$ cat src/rtl/digit_serial_adder_if.sv
// Handshake/operand bundle for digit_serial_adder.
// The sub signal exists only when DIGIT_SERIAL_SUB_EN is defined.
interface digit_serial_adder_if #(
  parameter int WIDTH = 16
);
  logic             start;
  logic [WIDTH-1:0] a;
  logic [WIDTH-1:0] b;
  logic             c_in;
`ifdef DIGIT_SERIAL_SUB_EN
  logic             sub;
`endif
  logic             busy;
  logic             done;
  logic [WIDTH-1:0] s;
  logic             c_out;

  modport master (
    output start, a, b, c_in,
`ifdef DIGIT_SERIAL_SUB_EN
    output sub,
`endif
    input  busy, done, s, c_out
  );

  modport slave (
    input  start, a, b, c_in,
`ifdef DIGIT_SERIAL_SUB_EN
    input  sub,
`endif
    output busy, done, s, c_out
  );
endinterface

$ cat src/rtl/digit_serial_adder.sv
// Digit-serial adder: adds two WIDTH-bit operands plus carry-in, DIGIT bits
// per clock, with a registered carry between digits. Start/busy/done
// handshake; result registered and held until the next operation.
// Optional feature macro: DIGIT_SERIAL_SUB_EN (adds sub port, a - b - c_in).
module digit_serial_adder #(
  parameter int WIDTH = 16,
  parameter int DIGIT = 4
) (
  input  logic                clk,
  input  logic                rst,
  digit_serial_adder_if.slave bus
);

  // Elaboration-time parameter checks.
  if (WIDTH < 1) begin : g_width_check
    $error("digit_serial_adder: WIDTH must be >= 1");
  end
  if (DIGIT < 1) begin : g_digit_check
    $error("digit_serial_adder: DIGIT must be >= 1");
  end else if ((WIDTH % DIGIT) != 0) begin : g_div_check
    $error("digit_serial_adder: WIDTH must be a multiple of DIGIT");
  end

  localparam int K  = (DIGIT > 0) ? (WIDTH / DIGIT) : 1;
  localparam int CW = (K > 1) ? $clog2(K) : 1;
  localparam logic [CW-1:0]    LAST  = CW'(K - 1);
  localparam logic [WIDTH-1:0] DMASK = WIDTH'({DIGIT{1'b1}});

  typedef enum logic [1:0] {
    IDLE = 2'd0,
    RUN  = 2'd1,
    DONE = 2'd2
  } state_t;

  state_t state;
  state_t state_n;

  logic [CW-1:0]    cnt;
  logic [WIDTH-1:0] a_r;
  logic [WIDTH-1:0] b_r;
  logic [WIDTH-1:0] sum_r;
  logic             carry;
  logic             c_out_r;

  logic             accept;
  logic             last;
  logic             busy;
  logic             done;
  logic             sub_sel;

  logic [31:0]      base;
  logic [DIGIT-1:0] a_dig;
  logic [DIGIT-1:0] b_dig;
  logic [DIGIT:0]   digit_sum;

`ifdef DIGIT_SERIAL_SUB_EN
  assign sub_sel = bus.sub;
`else
  assign sub_sel = 1'b0;
`endif

  assign last = (cnt == LAST);

  // State register.
  always_ff @(posedge clk or posedge rst) begin
    if (rst) begin
      state <= IDLE;
    end else begin
      state <= state_n;
    end
  end

  // Next-state decode, accept strobe and handshake outputs.
  always_comb begin
    state_n = state;
    accept  = 1'b0;
    busy    = 1'b0;
    done    = 1'b0;
    case (state)
      IDLE: begin
        if (bus.start) begin
          accept  = 1'b1;
          state_n = RUN;
        end
      end
      RUN: begin
        busy = 1'b1;
        if (last) begin
          state_n = DONE;
        end
      end
      DONE: begin
        done = 1'b1;
        if (bus.start) begin
          accept  = 1'b1;
          state_n = RUN;
        end else begin
          state_n = IDLE;
        end
      end
      default: begin
        state_n = IDLE;
      end
    endcase
  end

  // Single DIGIT-bit adder on the digit selected by cnt; digits are picked
  // with shifts so K=1 needs no special-case part-selects.
  always_comb begin
    base      = 32'(cnt) * 32'(DIGIT);
    a_dig     = DIGIT'(a_r >> base);
    b_dig     = DIGIT'(b_r >> base);
    digit_sum = {1'b0, a_dig} + {1'b0, b_dig} + {{DIGIT{1'b0}}, carry};
  end

  // Operand capture and per-digit accumulation. Subtraction stores ~b and
  // starts the carry at ~c_in, so the same adder yields a - b - c_in.
  always_ff @(posedge clk or posedge rst) begin
    if (rst) begin
      a_r     <= '0;
      b_r     <= '0;
      sum_r   <= '0;
      carry   <= 1'b0;
      c_out_r <= 1'b0;
      cnt     <= '0;
    end else if (accept) begin
      a_r   <= bus.a;
      b_r   <= sub_sel ? ~bus.b : bus.b;
      carry <= bus.c_in ^ sub_sel;
      cnt   <= '0;
    end else if (state == RUN) begin
      sum_r <= (sum_r & ~(DMASK << base)) |
               (WIDTH'(digit_sum[DIGIT-1:0]) << base);
      carry <= digit_sum[DIGIT];
      cnt   <= last ? '0 : cnt + 1'b1;
      if (last) begin
        c_out_r <= digit_sum[DIGIT];
      end
    end
  end

  assign bus.busy  = busy;
  assign bus.done  = done;
  assign bus.s     = sum_r;
  assign bus.c_out = c_out_r;

endmodule

$ cat src/flat_wrapper.sv
// flat-port wrapper written by rule: the top's interface ports become plain ports
module digit_serial_adder_flat 
#(
  parameter int WIDTH = 16,
  parameter int DIGIT = 4
)
  (clk, rst, bus_start, bus_a, bus_b, bus_c_in, bus_busy, bus_done, bus_s, bus_c_out);
  digit_serial_adder_if #(.WIDTH(WIDTH)) bus_i ();
  input  logic clk;
  input  logic rst;
  input wire logic [$bits(bus_i.start)-1:0] bus_start;
  input wire logic [$bits(bus_i.a)-1:0] bus_a;
  input wire logic [$bits(bus_i.b)-1:0] bus_b;
  input wire logic [$bits(bus_i.c_in)-1:0] bus_c_in;
  output wire logic [$bits(bus_i.busy)-1:0] bus_busy;
  output wire logic [$bits(bus_i.done)-1:0] bus_done;
  output wire logic [$bits(bus_i.s)-1:0] bus_s;
  output wire logic [$bits(bus_i.c_out)-1:0] bus_c_out;
  assign bus_i.start = bus_start;
  assign bus_i.a = bus_a;
  assign bus_i.b = bus_b;
  assign bus_i.c_in = bus_c_in;
  assign bus_busy = bus_i.busy;
  assign bus_done = bus_i.done;
  assign bus_s = bus_i.s;
  assign bus_c_out = bus_i.c_out;
  digit_serial_adder #(.WIDTH(WIDTH), .DIGIT(DIGIT)) u_core (.clk(clk), .rst(rst), .bus(bus_i));
endmodule
$ cat config.mk
export PLATFORM = sky130hd
export DESIGN_NAME = digit_serial_adder_flat
export DESIGN_NICKNAME = d
export VERILOG_FILES = /design/src/rtl/digit_serial_adder_if.sv /design/src/rtl/digit_serial_adder.sv /design/src/flat_wrapper.sv
export SDC_FILE = /design/constraint.sdc
export NUM_CORES = 1
export LEC_CHECK = 0
export CAP_MARGIN = 5
export CELL_PAD_IN_SITES_DETAIL_PLACEMENT = 2
export CELL_PAD_IN_SITES_GLOBAL_PLACEMENT = 2
export CORE_MARGIN = 10
export CORE_UTILIZATION = 33
export CTS_BUF_LIST = sky130_fd_sc_hd__clkbuf_8
export DETAILED_ROUTE_END_ITERATION = 16
export PLACE_DENSITY_LB_ADDON = 0.1
export SYNTH_ARGS = -nofsm -noshare
export SYNTH_HDL_FRONTEND = slang
export SYNTH_SLANG_ARGS = --single-unit
$ cat constraint.sdc
create_clock -name clk -period 2.3 [get_ports clk]
set_input_delay 0.46 -clock clk [delete_from_list [all_inputs] [get_ports clk]]
set_output_delay 0.46 -clock clk [all_outputs]
set_load 0.02 [all_outputs]
[Word level (Yosys, flattened, before mapping)]
Index checks and enable logic that the tools add are counted.
Storage, ports and cells
  RAM bits: 0
  memories: 0
  input bits: 36
  memory bits (read-only): 0
  word-level logic and storage cells: 42
  register bits: 54
  latch bits: 0
Cells by class
  $add $sub $neg: 3
  reductions and logical operators: 6
  mux-type cells: 13
  $lt $le $gt $ge: 0
  shifts and indexed selects: 4
  divide/modulo/power cells: 0
  multipliers: 0
  equality and inequality tests: 5
  bitwise operators: 4
Operators with widths (number)
  right shift 16 x 4 -> 4 bit: 2
  AND 16 bit: 1
  inverter 16 bit: 1
  OR 16 bit: 1
  left shift 4 x 4 -> 16 bit: 1
  left shift 4 x 4 -> 16 bit, first input constant: 1
  two-way mux 2 bit: 5
  two-way mux 1 bit: 7
  case mux 2 bit (3 select lines): 1
  adder 4 x 4 -> 5 bit: 1
  adder 5 x 1 -> 5 bit: 1
  equality test 2 bit, second input constant: 2
  AND reduction 2 bit: 2
  AND reduction 3 bit: 1
  adder 2 x 1 -> 2 bit, second input constant: 1
  equality test 2 x 1 -> 1 bit, second input constant: 1
  logical NOT 2 bit: 1
  inequality test 2 x 1 -> 1 bit, second input constant: 1
  inequality test 2 bit, second input constant: 1
  nonzero test 2 bit: 1
  OR reduction 2 bit: 1
  inverter 1 bit: 1

[Logic depth before layout (Yosys ltp)]
Gate-level depths: netlist of run 1.
  depth after elaboration: 5
  gate-level depth with buffers: 9

[Worst setup path after synthesis of run 1]
OpenSTA, ideal clock, no wires.
  path type: register to register
  start: register u_core.cnt[0]
  end: register u_core.carry
  arrival: 2236 ps
  library setup time: 130 ps
  data required time: 2170 ps
  path buffers: 1
  stages on the path, launching flop included: 10
  slack: -67 ps
  path through: dfrtp_1 buf_6 mux4_2 fa_1 inv_1 fa_1 inv_1 a21o_1 a21oi_1 o21ai_0
On the way
  word-level cells in the longest chain between the ends: 5
Ends and longest elaborated chain
  start: declaration: line digit_serial_adder.sv:38  | logic [CW-1:0] cnt;
  start signal: assignment: line digit_serial_adder.sv:135  | cnt <= last ? '0 : cnt + 1'b1;
  right shift 16 x 4 -> 4 bit (on tied branches): line digit_serial_adder.sv:111, digit_serial_adder.sv:112
  adder 4 x 4 -> 5 bit *: line digit_serial_adder.sv:113  | digit_sum = {1'b0, a_dig} + {1'b0, b_dig} + {{DIGIT{1'b0}}, carry};
  adder 5 x 1 -> 5 bit *: line digit_serial_adder.sv:113
  two-way mux 1 bit *: line digit_serial_adder.sv:131  | end else if (state == RUN) begin
  two-way mux 1 bit *: line digit_serial_adder.sv:126  | end else if (accept) begin
  end signal: assignment: line digit_serial_adder.sv:129  | carry <= bus.c_in ^ sub_sel;
  end signal: assignment: line digit_serial_adder.sv:134  | carry <= digit_sum[DIGIT];
  end: declaration: line digit_serial_adder.sv:42  | logic carry;
Every way passes the cells marked *; elsewhere a longest branch is shown, timed or not. The select of a mux whose other input is x is not followed.
A chain may end at the register's enable or synchronous reset.

[Final worst setup path of run 1]
Ends and elaborated chain as after synthesis.

==> results.json, run 1 <==
{
  "outcome": "completed",
  "yosysMostFrequentCell": "dfrtp_1",
  "synth-seq-cells": 54,
  "worstMarginPinSlew_ps": 570,
  "grt_first_pass_wirelength_um": 10200,
  "fin_tns_setup_ps": 0,
  "worst_path_max_delay_cell": "mux4_2",
  "post-route-drc-count": 0,
  "final_net_count": 275,
  "worstSetupEndpoint": "u_core.carry$_DFFE_PP0P_",
  "start_kind": "register",
  "cp.arrival_ps": 2480,
  "cts_tree": "yes",
  "top_layer_used": "met4",
  "post-route-period-util": 0.992,
  "worst_skew_pair.late_latency_ps": 310,
  "grt_max_degree": 36,
  "synth.avg_cell_area_um2": 16.0,
  "fp.coreArea_um2": 7690,
  "cts.sinks": 54,
  "fmax_mhz": 438,
  "grt.total_usage": 0.109,
  "rr_worst_depth": 8,
  "place_inst": 321,
  "maxSlewHeadroom": 0.620,
  "timing.critical_path.buf_inv": 2,
  "antenna_found_initial": 0,
  "wl_met2_um": 3320,
  "synth_sequential_area_ratio": 0.523,
  "r2r-end": "u_core.carry$_DFFE_PP0P_",
  "ys_top_cells_by_area": "dfrtp_1 (52%), mux2_4 (16%), a22o_1 (5.8%), mux4_2 (4.4%), ha_1 (3.4%)",
  "crit_chain": "mux4_2, fa_2, inv_2, fa_2, inv_1, a21o_1, a21oi_2, o21ai_1",
  "crit_type": "register to register",
  "wl_met3_um": 376,
  "critPathMaxFanout": 8,
  "h-tree-depth": 2,
  "finalCriticalPeriod_ps": 2280,
  "synth_cell_types": 31,
  "yosys_warnings": 0,
  "detail-route-antenna-nets": 0,
  "powerDensity_nw_per_um2": 1740,
  "wirelength_um": 6270,
  "initial_core_util": 0.336,
  "synth_area_um2": 2580,
  "power_w": 0.00594,
  "gr-total-overflow": 0,
  "die_w_um": 109,
  "synth-async-reset-ratio": 1.00,
  "layoutNonFillerInstCount": 333,
  "finalHoldViolCount": 0,
  "via_count": 1598,
  "gp_congestion": 0.726,
  "dieArea_um2": 11800,
  "setup_violations": 0,
  "cts_root_buf": "clkbuf_8",
  "maxCapViolations": 0,
  "first_global_vias": 1937,
  "cpMostUsedCell": "fa_2",
  "diodes": 0,
  "clk_pin_slew_ps": 100,
  "p_leak_nw": 1.51,
  "numCtsBuffers": 5,
  "cts_buffer_depth": 2,
  "numPortBuffers": 54,
  "netlist_instances": 162,
  "synth_top_area_frac": 0.523,
  "hpwl_um": 4830,
  "wl_met1_um": 2490,
  "syn_nets": 207,
  "setup.worst_path.end_class": "register",
  "viasPerCell": 4.80,
  "drive_gt1_frac": 0.342,
  "ios": 55,
  "die_h_um": 109,
  "synth_edf_count": 0,
  "yosysTopAreaCell": "dfrtp_1",
  "crit_family": "adder cells",
  "ys_top_cells_by_count": "dfrtp_1 (54), mux2_4 (28), a22o_1 (17), inv_1 (8)",
  "vdd_ir_drop_max_uv": 626,
  "crit_cells": 8,
  "reg2reg_setup_slack_ps": 20,
  "critPathLaunch": "u_core.cnt[0]$_DFFE_PP0P_",
  "critical_path_required_ps": 2500,
  "syn_to_final_growth_pct": 32.3,
  "critical-path-max-stage-delay_ps": 560,
  "hp-class": "input pin to async pin",
  "rows": 32,
  "first_iter_violations": 34,
  "r2r_start": "u_core.cnt[0]$_DFFE_PP0P_",
  "finalClockSkew_ps": 8.68,
  "wl_per_cell_um": 18.8,
  "synth_ff_type": "dfrtp_1",
  "firstDrtPassIters": 3,
  "drv_slew": 0,
  "rsz0062_at_grt": "yes"
}
-- per-stage QoR --
stage | hold slack, ps | area (um2) | utilization | setup slack, ps
floorplan | 472 | 2590 | - | 33.4
global placement | 486 | 3270 | 0.426 | 4.85
detailed placement | 497 | 3270 | 0.426 | -94.6
CTS | 522 | 3380 | 0.440 | -52.2
global route | 532 | 3420 | 0.445 | -71.8
finish | 516 | 3420 | 0.445 | 19.1
-- flip-flops by register name, indices dropped and copies added (netlist names) --
name,count
u_core.bus.c_out,1
u_core.a_r,16
u_core.carry,1
u_core.bus.s,16
u_core.b_r,16
u_core.state,2
u_core.cnt,2
-- layout by cell type, fill, tap and decap left out, types with 2 or more instances in the layout --
master	count
nand2_1	7
nor2_2	2
a21oi_2	2
a22o_1	17
mux4_2	7
o21ai_1	2
clkdlybuf4s50_1	54
inv_1	6
mux2_4	28
buf_12	2
fa_2	2
buf_4	11
clkbuf_8	5
ha_1	5
a21o_1	2
dfrtp_1	53
inv_2	3
mux2_2	4
inv_4	2
xnor2_2	2
-- routing by layer --
metal,GRT usage,up-vias
met5,0,-
met4,0.0311,0
met3,0.0369,7
met2,0.199,36
met1,0.118,829
li1,-,726
-- worst reg2reg max path, stage by stage (launching register included) --
cell	delay (ps)
dfrtp_2	480
mux4_2	560
fa_2	400
inv_2	80
fa_2	200
inv_1	50
a21o_1	150
a21oi_2	150
o21ai_1	100
-- power by group --
group / switching [W] / internal, W / leakage, nW
logic: 0.00171 / 0.00193 / 0.815
registers: 0.000340 / 0.00144 / 0.646
clock network: 0.000310 / 0.000211 / 0.0493
total: 0.00236 / 0.00358 / 1.51
-- kinds of logic (layout without fill, tap and decap cells) --
kind of cell / after synthesis / in the layout / synth area share
buf+inv: 16 / 85 / 0.0484
fa+ha+maj: 9 / 9 / 0.0494
simple gates: 15 / 15 / 0.0373
compound gates: 26 / 26 / 0.0813
mux: 40 / 40 / 0.254
flops: 54 / 54 / 0.523
xor+xnor: 2 / 2 / 0.00678
-- timing repair --
action | 4_1_cts | 5_1_grt
buffers inserted | 1 | 4
endpoints found under the setup margin | 14 | 10
cloned | 0 | 0
hold buffers | 0 | 0
pin swaps | 0 | 14
gates resized for setup | 6 | 6
-- final cells by class --
class,instances,area [um2]
Clock inverter,3,17.5
Fill cell,753,4270
Clock buffer,5,68.8
Tap cell,102,128
Inverter,10,42.5
Sequential cell,54,1350
Timing Repair Buffer,67,663
Multi-Input combinational cell,92,1150
-- worst min path at each step --
stage	from	end	slack, ps	cells past startpoint
after CTS	u_core.bus.s[8]$_DFFE_PP0P_	u_core.bus.s[8]$_DFFE_PP0P_	520	1
after global placement	u_core.bus.s[5]$_DFFE_PP0P_	u_core.bus.s[5]$_DFFE_PP0P_	490	1
after detailed placement	u_core.bus.s[8]$_DFFE_PP0P_	u_core.bus.s[8]$_DFFE_PP0P_	500	1
after floorplan	u_core.a_r[9]$_DFFE_PP0P_	u_core.a_r[9]$_DFFE_PP0P_	470	1
after global routing	u_core.a_r[13]$_DFFE_PP0P_	u_core.a_r[13]$_DFFE_PP0P_	530	1
final	rst	u_core.b_r[0]$_DFFE_PP0P_	520	2
Power figures use the tool's default switching activity.
==> inputs of run 2 (changes only) <==
Settings changed: SKIP_LAST_GASP from default to 1.
==> run 2 against run 1 <==
  * The flow now finishes with violations (setup timing)
  * Total power shrank 0.58%
  * Sequential power is essentially flat
  * Hold slack is essentially flat
  * Critical endpoint is now u_core.bus.s[10]$_DFFE_PP0P_
  * Largest cell class unchanged
==> results.json, run 2 (synthesis gave the netlist of run 1 again) <==
{
  "outcome": "finished with violations",
  "violations": "setup timing",
  "fp.coreArea_um2": 7690,
  "final_net_count": 274,
  "die_w_um": 109,
  "numCtsBuffers": 5,
  "setup_violations": 1,
  "hp-class": "input pin to async pin",
  "vdd_ir_drop_max_uv": 665,
  "gp_congestion": 0.726,
  "cp.arrival_ps": 2510,
  "final_area_um2": 3410,
  "final_cell_mix": "clkdlybuf4s50_1 (54), dfrtp_1 (53), mux2_4 (28)",
  "rsz0062_at_grt": "yes",
  "fillCellCount": 754,
  "worstMarginPinSlew_ps": 572,
  "viasPerCell": 4.80,
  "cts_buffer_depth": 2,
  "critical_path_required_ps": 2500,
  "antenna_found_initial": 0,
  "syn_to_final_growth_pct": 31.9,
  "start_kind": "register",
  "h-tree-depth": 2,
  "numPortBuffers": 54,
  "via_count": 1595,
  "place_area_um2": 3270,
  "grt.total_usage": 0.109,
  "maxSlewHeadroom": 0.618,
  "post-route-drc-count": 0,
  "first_global_vias": 1933,
  "wl_per_cell_um": 18.8,
  "post-route-period-util": 1.00,
  "place_ws_ps": -94.6,
  "grt_first_pass_wirelength_um": 10200,
  "maxCapViolations": 0,
  "fmax_mhz": 434,
  "first_iter_violations": 35,
  "die_h_um": 109,
  "dieArea_um2": 11800,
  "drv_slew": 0,
  "hpwl_um": 4830,
  "p_leak_nw": 1.51,
  "cts_root_buf": "clkbuf_8",
  "finalCriticalPeriod_ps": 2300,
  "wirelength_um": 6250,
  "crit_type": "register to register",
  "setup.worst_path.end_class": "register",
  "detail-route-antenna-nets": 0,
  "final_common_cell": "clkdlybuf4s50_1",
  "holdWs_ps": 516,
  "drive_gt1_frac": 0.335,
  "critPathMaxFanout": 8,
  "powerDensity_nw_per_um2": 1730,
  "finalClockSkew_ps": 11.2,
  "gr-total-overflow": 0,
  "cts_tree": "yes",
  "finalHoldViolCount": 0,
  "rows": 32,
  "ios": 55,
  "diodes": 0,
  "initial_core_util": 0.336,
  "worst_skew_pair.late_latency_ps": 320,
  "cts.sinks": 54,
  "firstDrtPassIters": 4,
  "clk_pin_slew_ps": 100,
  "grt_max_degree": 36,
  "layout_setup_ws_ps": -3.85
}
[run 2: changes by cell type in the layout (fill, tap and decap cells not counted)]
cell and delta:
buf_4 -1, ha_1 +1, ha_2 -1
[run 2: power by group]
| group | switching [W] | internal, W |
|---|---|---|
| clock | 0.000312 | 0.000211 |
| sequential | 0.000345 | 0.00144 |
| combinational | 0.00169 | 0.00191 |
| total | 0.00235 | 0.00356 |
[run 2: cell type report]
cell class | count | area [um2] | share of cell area
clock buffer | 5 | 68.8 | 0.0202
clock inverter | 3 | 17.5 | 0.00514
inverter | 10 | 42.5 | 0.0125
multi-input combinational | 92 | 1140 | 0.336
sequential | 54 | 1350 | 0.397
tap | 102 | 128 | 0.0374
timing repair buffer | 66 | 656 | 0.192
[run 2: worst max-delay path, cell delays in order, from the launching register on]
cell and delay (ps):
dfrtp_2 490, mux4_2 560, fa_2 400, inv_2 80
fa_2 200, buf_4 120, xnor2_2 110, a22o_1 230
[run 2: path summary, 6_finish.rpt]
check,start,endpoint,slack [ps],cells past startpoint
worst max-delay path,u_core.cnt[0]$_DFFE_PP0P_,u_core.bus.s[10]$_DFFE_PP0P_,-4,7
worst min-delay path,rst,u_core.b_r[4]$_DFFE_PP0P_,520,2
worst max register to register,u_core.cnt[0]$_DFFE_PP0P_,u_core.bus.s[10]$_DFFE_PP0P_,-4,7
worst min register to register,u_core.a_r[13]$_DFFE_PP0P_,u_core.a_r[13]$_DFFE_PP0P_,520,1
max in group asynchronous,rst,u_core.cnt[0]$_DFFE_PP0P_,1220,3
min in group clk,u_core.a_r[13]$_DFFE_PP0P_,u_core.a_r[13]$_DFFE_PP0P_,520,1
[run 2: through the flow]
stage / cells / setup TNS, ps / power [W] / util
after floorplan: 162 / 0 / 0.00397 / -
after global placement: 321 / 0 / 0.00503 / 0.426
after detailed placement: 321 / -394 / 0.00520 / 0.426
after CTS: 330 / -341 / 0.00584 / 0.439
after global routing: 332 / -703 / 0.00638 / 0.444
final: 332 / -3.85 / 0.00591 / 0.444
[run 2: routing by layer]
| layer | up-vias | share of wire | GRT usage |
|---|---|---|---|
| met5 | - | 0 | 0 |
| li1 | 721 | - | - |
| met1 | 831 | 0.40 | 0.118 |
| met2 | 36 | 0.53 | 0.199 |
| met4 | 0 | 0.012 | 0.0311 |
| met3 | 7 | 0.060 | 0.0369 |
[run 2: timing repair]
action,4_1_cts,5_1_grt
setup buffers,1,3
gates resized for setup,4,7
hold buffers,0,0
endpoints found under the setup margin,14,14
pin swaps,0,16
